## src/rtl/data_mem_access_unit_pkg.sv

```systemverilog
`default_nettype none
// ============================================================================
// Module      : data_mem_access_unit_pkg
// Description : Access-size and FSM state encodings for the data-memory unit.
// Revision    : 1.0 - initial release
// ============================================================================
package data_mem_access_unit_pkg;

    localparam logic [1:0] SIZE_WORD = 2'b00;
    localparam logic [1:0] SIZE_HALF = 2'b01;
    localparam logic [1:0] SIZE_BYTE = 2'b10;
    localparam logic [1:0] SIZE_RSVD = 2'b11;

    localparam logic [2:0] ST_IDLE  = 3'd0;
    localparam logic [2:0] ST_RD    = 3'd1;
    localparam logic [2:0] ST_LDFMT = 3'd2;
    localparam logic [2:0] ST_MERGE = 3'd3;
    localparam logic [2:0] ST_WR    = 3'd4;
    localparam logic [2:0] ST_RESP  = 3'd5;

    // True when the access cannot be issued as one aligned word-RAM access.
    function automatic logic size_fault(input logic [1:0] size, input logic [1:0] offset);
        logic f;
        f = 1'b0;
        case (size)
            SIZE_WORD: f = (offset != 2'b00);
            SIZE_HALF: f = offset[0];
            SIZE_BYTE: f = 1'b0;
            default:   f = 1'b1;
        endcase
        return f;
    endfunction

endpackage
`default_nettype wire

```

## src/rtl/data_mem_access_unit_byte_lane_merge.sv

```systemverilog
`default_nettype none
// ============================================================================
// Module      : byte_lane_merge
// Description : Little-endian lane extraction (sign-extended) and lane merge.
// Revision    : 1.0 - initial release
// ============================================================================
module byte_lane_merge
    import data_mem_access_unit_pkg::*;
(
    input  logic [1:0]  size,
    input  logic [1:0]  offset,
    input  logic [31:0] word,
    input  logic [31:0] data,
    output logic [31:0] load_value,
    output logic [31:0] merged_word
);

    logic [4:0] w_bit_base;
    logic [7:0] w_byte;

    assign w_bit_base = {offset, 3'b000};
    assign w_byte     = word[w_bit_base +: 8];

    always_comb begin
        load_value  = word;
        merged_word = data;
        case (size)
            SIZE_HALF: begin
                if (offset[1]) begin
                    load_value  = {{16{word[31]}}, word[31:16]};
                    merged_word = {data[15:0], word[15:0]};
                end else begin
                    load_value  = {{16{word[15]}}, word[15:0]};
                    merged_word = {word[31:16], data[15:0]};
                end
            end
            SIZE_BYTE: begin
                load_value                     = {{24{w_byte[7]}}, w_byte};
                merged_word                    = word;
                merged_word[w_bit_base +: 8]   = data[7:0];
            end
            default: begin
                load_value  = word;
                merged_word = data;
            end
        endcase
    end

endmodule
`default_nettype wire

```

## src/rtl/data_mem_access_unit.sv

```systemverilog
`default_nettype none
// ============================================================================
// Module      : data_mem_access_unit
// Description : MIPS load/store engine over a single-port synchronous word RAM.
// Revision    : 1.0 - initial release
// ============================================================================
module data_mem_access_unit #(
    parameter int ADDR_W = 10
) (
    input  logic              Clk,
    input  logic              Rst,
    input  logic              req_valid,
    output logic              req_ready,
    input  logic              MemRead,
    input  logic              MemWrite,
    input  logic [1:0]        Load_size,
    input  logic [1:0]        Store_size,
    input  logic [31:0]       Address,
    input  logic [31:0]       WriteData,
    output logic [31:0]       ReadData,
    output logic              rsp_valid,
    output logic              misalign_err,
    output logic              ram_en,
    output logic              ram_we,
    output logic [ADDR_W-1:0] ram_addr,
    output logic [31:0]       ram_wdata,
    input  logic [31:0]       ram_rdata
);

    import data_mem_access_unit_pkg::*;

    logic [2:0]        r_state;
    logic [2:0]        w_next;
    logic              r_is_load;
    logic [1:0]        r_size;
    logic [1:0]        r_offset;
    logic [31:0]       r_wdata;
    logic [ADDR_W-1:0] r_addr;
    logic              r_rsp_valid;
    logic              r_misalign;
    logic [31:0]       r_read_data;
    logic [31:0]       r_ram_wdata;

    logic              w_accept;
    logic [1:0]        w_size;
    logic              w_noop;
    logic              w_err;
    logic              w_word_store;
    logic [31:0]       w_load_value;
    logic [31:0]       w_merged;
    logic              w_unused_addr;

    assign w_accept     = req_valid & req_ready;
    assign w_size       = MemWrite ? Store_size : Load_size;
    assign w_noop       = ~MemRead & ~MemWrite;
    assign w_err        = (MemRead & MemWrite) |
                          (~w_noop & size_fault(w_size, Address[1:0]));
    assign w_word_store = MemWrite & ~MemRead & (w_size == SIZE_WORD);
    // Upper address bits are deliberately dropped so the address wraps.
    assign w_unused_addr = ^Address[31:ADDR_W+2];

    byte_lane_merge u_lane (
        .size        (r_size),
        .offset      (r_offset),
        .word        (ram_rdata),
        .data        (r_wdata),
        .load_value  (w_load_value),
        .merged_word (w_merged)
    );

    always_ff @(posedge Clk) begin
        if (Rst) begin
            r_state <= ST_IDLE;
        end else begin
            r_state <= w_next;
        end
    end

    always_comb begin
        w_next = r_state;
        case (r_state)
            ST_IDLE: begin
                if (w_accept) begin
                    if (w_err || w_noop)   w_next = ST_RESP;
                    else if (MemRead)      w_next = ST_RD;
                    else if (w_word_store) w_next = ST_WR;
                    else                   w_next = ST_RD;
                end
            end
            ST_RD:    w_next = r_is_load ? ST_LDFMT : ST_MERGE;
            ST_LDFMT: w_next = ST_IDLE;
            ST_MERGE: w_next = ST_WR;
            ST_WR:    w_next = ST_IDLE;
            ST_RESP:  w_next = ST_IDLE;
            default:  w_next = ST_IDLE;
        endcase
    end

    always_comb begin
        req_ready = (r_state == ST_IDLE);
        ram_en    = (r_state == ST_RD) || (r_state == ST_WR);
        ram_we    = (r_state == ST_WR);
    end

    // Request capture and registered response/data path.
    always_ff @(posedge Clk) begin
        if (Rst) begin
            r_is_load   <= 1'b0;
            r_size      <= SIZE_WORD;
            r_offset    <= 2'b00;
            r_wdata     <= 32'd0;
            r_addr      <= '0;
            r_rsp_valid <= 1'b0;
            r_misalign  <= 1'b0;
            r_read_data <= 32'd0;
            r_ram_wdata <= 32'd0;
        end else begin
            r_rsp_valid <= 1'b0;
            r_misalign  <= 1'b0;
            if (w_accept) begin
                r_is_load   <= MemRead;
                r_size      <= w_size;
                r_offset    <= Address[1:0];
                r_wdata     <= WriteData;
                r_addr      <= Address[ADDR_W+1:2];
                r_rsp_valid <= w_err | w_noop;
                r_misalign  <= w_err;
                if (w_word_store && !w_err) begin
                    r_ram_wdata <= WriteData;
                end
            end
            case (r_state)
                ST_LDFMT: begin
                    r_read_data <= w_load_value;
                    r_rsp_valid <= 1'b1;
                end
                ST_MERGE: r_ram_wdata <= w_merged;
                ST_WR:    r_rsp_valid <= 1'b1;
                default:  ;
            endcase
        end
    end

    assign ReadData     = r_read_data;
    assign rsp_valid    = r_rsp_valid;
    assign misalign_err = r_misalign;
    assign ram_addr     = r_addr;
    assign ram_wdata    = r_ram_wdata;

endmodule
`default_nettype wire

```

## config.mk

```make
export PLATFORM = sky130hd
export DESIGN_NAME = data_mem_access_unit
export DESIGN_NICKNAME = d
export VERILOG_FILES = /design/src/rtl/data_mem_access_unit_pkg.sv /design/src/rtl/data_mem_access_unit_byte_lane_merge.sv /design/src/rtl/data_mem_access_unit.sv
export SDC_FILE = /design/constraint.sdc
export NUM_CORES = 1
export LEC_CHECK = 0
export ABC_AREA = 1
export BUFFER_PORTS_ARGS = -buffer_cell sky130_fd_sc_hd__buf_2
export CORE_UTILIZATION = 53
export CTS_CLUSTER_DIAMETER = 60
export CTS_CLUSTER_SIZE = 30
export DETAILED_ROUTE_END_ITERATION = 12
export PLACE_DENSITY = 0.82
export SKIP_LAST_GASP = 1
export SYNTH_ARGS = -nofsm -noshare
export SYNTH_HDL_FRONTEND = slang
export SYNTH_SLANG_ARGS = --single-unit
```

## constraint.sdc

```tcl
create_clock -name Clk -period 2.6 [get_ports Clk]
set_clock_uncertainty 0.1 [all_clocks]
set_input_delay 0.52 -clock Clk [delete_from_list [all_inputs] [get_ports Clk]]
set_output_delay 0.52 -clock Clk [all_outputs]
set_load 0.03 [all_outputs]
```

# After elaboration in Yosys (flattened, before gate mapping)
# Cells that the tools add are included.
[word_totals]
regBits = 116
word_cells = 65
inputBits = 105
output_inout_bits = 79
[op_classes]
n_addsub = 1
mux = 18
n_bitwise = 12
shifts = 3
eq_ne = 9
n_reduce_logical = 12
[op_table]
columns = ["operator", "count"]
rows = [
  ["$mux W32", 5],
  ["$pmux W32 S2", 2],
  ["$bwmux W32", 1],
  ["$shift A8 B7 Y32 const A", 1],
  ["$shiftx A32 B6 Y8", 1],
  ["$shiftx A8 B7 Y32", 1],
  ["$mux W3", 4],
  ["$pmux W3 S3", 1],
  ["$neg A5 Y7", 1],
  ["$and A1 B1 Y1", 6],
  ["$eq A3 B2 Y1 const B", 2],
  ["$reduce_bool A2 Y1", 3],
  ["$eq A2 B1 Y1 const B", 2],
  ["$eq A2 B2 Y1 const B", 2],
  ["$not A1 Y1", 4],
  ["$reduce_or A2 Y1", 2],
  ["$eq A3 B1 Y1 const B", 1],
  ["$eq A3 B3 Y1 const B", 1],
  ["$logic_not A3 Y1", 1],
  ["$mux W1", 3],
  ["$pmux W1 S3", 1],
  ["$logic_not A2 Y1", 1],
  ["$logic_or A1 B1 Y1", 2],
  ["$mux W2", 1],
  ["5 further kinds", 6],
]

# Depth between registers and ports, before layout
[depth]
word_depth = 10
ltp_mapped = 14
depth_no_buf = 13

# Cells and area by module
# A second synthesis with hierarchy kept.
[unflattened]
cells_unflattened = 1097
hier_area_um2 = 6809.0
[by_module_without_submodules]
columns = ["mod", "area_per_inst_um2", "cells_per_inst", "n_inst", "seq_area_each_um2"]
rows = [
  ["data_mem_access_unit", 4845.9, 642, 1, 2322.2],
  ["byte_lane_merge", 1963.1, 455, 1, 0.0],
]

# Least setup slack after synthesis
# OpenSTA, ideal clock, no wires.
[synth_path]
path_type = "reg2out"
start = "register r_state[2]"
end = "output ram_en"
t_arrival_ns = 1.547
path_slack_ns = 0.433
path_buffers = 0
required_ns = 1.980
path_stages_with_launch = 5
path_cell_list = "dfxtp_1 -> inv_1 -> nor3_1 -> inv_1 -> nand2_1"
[synth_via]
elab_chain_len = 2
word_cells_on_any_way = 3
cone_classes = "2 x eq/ne; 1 x reduce/logical"
[synth_lines]
columns = ["element", "line_no", "source"]
rows = [
  ["from (decl)", "data_mem_access_unit.sv:32", "logic [2:0] r_state;"],
  ["from (signal assigned)", "data_mem_access_unit.sv:75", "r_state <= w_next;"],
  ["$eq A3 B3 Y1", "-", ""],
  ["net ram_we", "data_mem_access_unit.sv:24", "output logic ram_we,"],
  ["$logic_or A1 B1 Y1", "data_mem_access_unit.sv:101", "ram_en = (r_state == ST_RD) || (r_state == ST_WR);"],
  ["to (decl)", "data_mem_access_unit.sv:23", "output logic ram_en,"],
]
# The timed path passes the listed nets, and every way through them passes these cells.

# Worst setup path after layout
[layout_path]
start = "register r_state[0]"
end = "output ram_en"
[layout_via]
elab_chain_len = 2
word_cells_on_any_way = 3
cone_classes = "2 x eq/ne; 1 x reduce/logical"
[layout_lines]
columns = ["element", "line_no"]
rows = [
  ["$eq A3 B1 Y1 or $eq A3 B3 Y1 (tied branches)", "data_mem_access_unit.sv:101"],
  ["$logic_or A1 B1 Y1 (*)", "data_mem_access_unit.sv:101"],
]
# Mark *: on every way between the ends. The rest lies on a longest branch, timed or not.

==> flow_summary.toml <==
[timing]
fin_crit_sh_pct = 83.4
setup_viol = 0
tightest_slew_ns = 0.707
tns_ns = 0
max_freq_ghz = 0.461
hold_violations = 0
slew-limit-headroom_pct = 52.8
min_period_ns = 2.17
timing.final.ws_setup_ns = 0.432
rsz0062_at_grt = "no"
slew_violations = 0

[drt]
firstDrtPassIters = 7
avgRoutedWirePerCell_um = 14.8
ant_nets = 0
first_iter_violations = 623
avgViaCountPerCell = 5.48
drt-total-wl_um = 19500
num_vias = 7214
drc = 0

[finish]
drive_gt1_share_pct = 20.3
multi_input_area_mm2 = 0.00358
seq_area_mm2 = 0.00232
final_cells = 1317
area.growth.synth_to_final_pct = 22.7
nNetsFinal = 1273
num_antenna_cells = 0
fillerInstances = 1080

[setup_path]
path_common_cell = "inv_1"
crit_path_end_kind = "output port"
cp.arrival_ns = 1.55
path_cells = "inv_1 -> nor3_1 -> inv_1 -> nand2_1 -> buf_2"
reg2reg_slack_ns = 0.44
regToRegEndpoint = "ReadData[16]"
reg2regPathDepth = 6
cp_top_family = "flip-flops"
cp-start-kind = "flip-flop"
slowest_stage = "dfxtp_1"
worst-path-buf-inv = 3
slowest_delay_ns = 0.46
crit_type = "flip-flop to output port"
rr_startpoint = "r_size[0]"
crit_path_max_fanout = 5
required_ns = 1.98

[power]
finalPower_mw = 6.85
total_leakage_power_nw = 3.78
vdd_drop_max_uv = 689
p_per_area_mw_per_mm2 = 864

[clocking]
cts_max_level = 4
cts_buffer_depth = 2
cts_resized = 0
clock_latency_ns = 0.42
cts.reportedPaths.clkPinSlew_ns = 0.05
cts.sinks = 116
hold_buffers = 0
cts_buffers = 17
cts_tree = "yes"
cts-root-buf = "clkbuf_16"
post_cts_buffers = 0

[floorplan]
rows = 39
die_area_mm2 = 0.0126
start_util_pct = 55.4
core_area_mm2 = 0.0117
die_width_um = 112
die-height_um = 112
num_io_pins = 184

[hold_path]
hold_depth = 3
worstHoldStart = "Address[4]"
min_to = "ram_addr[2]"
min_path_type = "input port to flip-flop"

[place]
dp_slack_ns = 0.423
dp_cells = 1285
hpwlAfterDp_um = 13500
io_buffers = 163
place.gp.congestion = 0.932

[run_status]
status = "completed"

[logic_synthesis]
synthTopCellsByArea = "dfxtp_1 36%, nand2_1 17%, a21oi_1 11%"
synth_seq_area_share_pct = 35.9
synth.top_cell.area_share_pct = 35.9
yosysTopAreaCell = "dfxtp_1"
synthCells = 1020
syn_area_mm2 = 0.00646
yosysWarnings = 0
synth.avg_cell_area_um2 = 6.34
yosys_register_bits = 116
syn_nets = 1132
synth_cell_types = 34

[global_routing]
grt_max_degree = 77
grt_usage_pct = 31.8
grt_pass1_wl_um = 31600
grt_pass1_vias = 6612
grt_overflow_total = 0
antenna_found_initial = 0

[job]
maxCapViolations = 0
cell families after synthesis:
family          share of synthesized area (%)
simple gates                             30.3
compound gates                           22.4
buf+inv                                  8.88
flops                                    35.9
mux                                      1.08
fa+ha+maj                                1.35
tightest hold or removal path, stage by stage:
cell     delay [ns]
buf_2          0.09
nand2_1        0.05
a21oi_1        0.05
cells in the mapped netlist, drive strengths merged:
cell type	number
nor3	4
o21bai	1
ha	7
and2	6
a31oi	15
o22ai	2
or2	8
dfxtp	116
clkbuf	38
clkinv	2
buf	28
inv	69
nand3b	7
nand3	27
mux2i	7
o21ai	117
a21oi	140
a21boi	5
nor2	106
nand4	16
nand2	299
report_power, final:
part           total [mW]  switching, mW  internal, mW
Clock                2.28          0.832          1.45
Sequential           2.21          0.151          2.06
Combinational        2.36           1.66         0.704
Total                6.85           2.64          4.21
metrics by stage:
step,util [%],hold WS [ns],instance area [um2]
finish,68.0,0.237,7930
global route,68.0,0.244,7930
CTS,68.0,0.234,7930
detailed placement,63.1,0.341,7360
global placement,63.1,0.336,7360
floorplan,-,0.329,6460
layout make-up:
cell class	count	share of cell area, %
repair buffers	188	12.8
multi-input cells	767	45.1
clock buffers	23	5.90
flip-flops and latches	116	29.3
inverters	71	3.36
clock inverters	9	1.31
well taps	143	2.26
worst max path at each step:
stage | start | end | slack (ns) | depth (start not counted)
4_1_cts | r_state[0] | ram_en | 0.42 | 5
3_5_place_dp | MemWrite | ram_wdata[12] | 0.42 | 12
6_report | r_state[0] | ram_en | 0.43 | 5
5_1_grt | r_size[0] | ReadData[25] | 0.25 | 6
2_1_floorplan | r_state[2] | ram_en | 0.43 | 4
3_3_place_gp | MemWrite | ram_wdata[11] | 0.47 | 12
layout by cell type, fill, tap and decap left out, types with 4 or more instances in the layout:
| cell | instances |
|---|---|
| nand2_1 | 295 |
| buf_2 | 163 |
| a21oi_1 | 139 |
| dfxtp_1 | 116 |
| o21ai_0 | 115 |
| nor2_1 | 105 |
| inv_1 | 67 |
| nand3_1 | 25 |
| buf_4 | 24 |
| clkbuf_16 | 17 |
| nand4_1 | 16 |
| a31oi_1 | 15 |
| or2_2 | 8 |
| mux2i_1 | 7 |
| nand3b_1 | 7 |
| ha_1 | 7 |
| and2_1 | 6 |
| a21boi_0 | 5 |
| clkbuf_1 | 4 |
| clkinv_2 | 4 |
layer usage:
| metal | wire length [um] | vias to the layer above | track usage, % |
|---|---|---|---|
| li1 | - | 3622 | - |
| met1 | 8110 | 3214 | 38.6 |
| met2 | 9250 | 318 | 52.5 |
| met3 | 1400 | 60 | 8.05 |
| met4 | 695 | 0 | 16.2 |
| met5 | 0 | - | 0 |
registers in the layout, summed over array words and instances (netlist names), 2 cells and up:
register,count
ram_wdata,32
r_state,3
ReadData,32
r_size,2
ram_addr,10
r_offset,2
r_wdata,32
(Power assumes the default switching activity.)
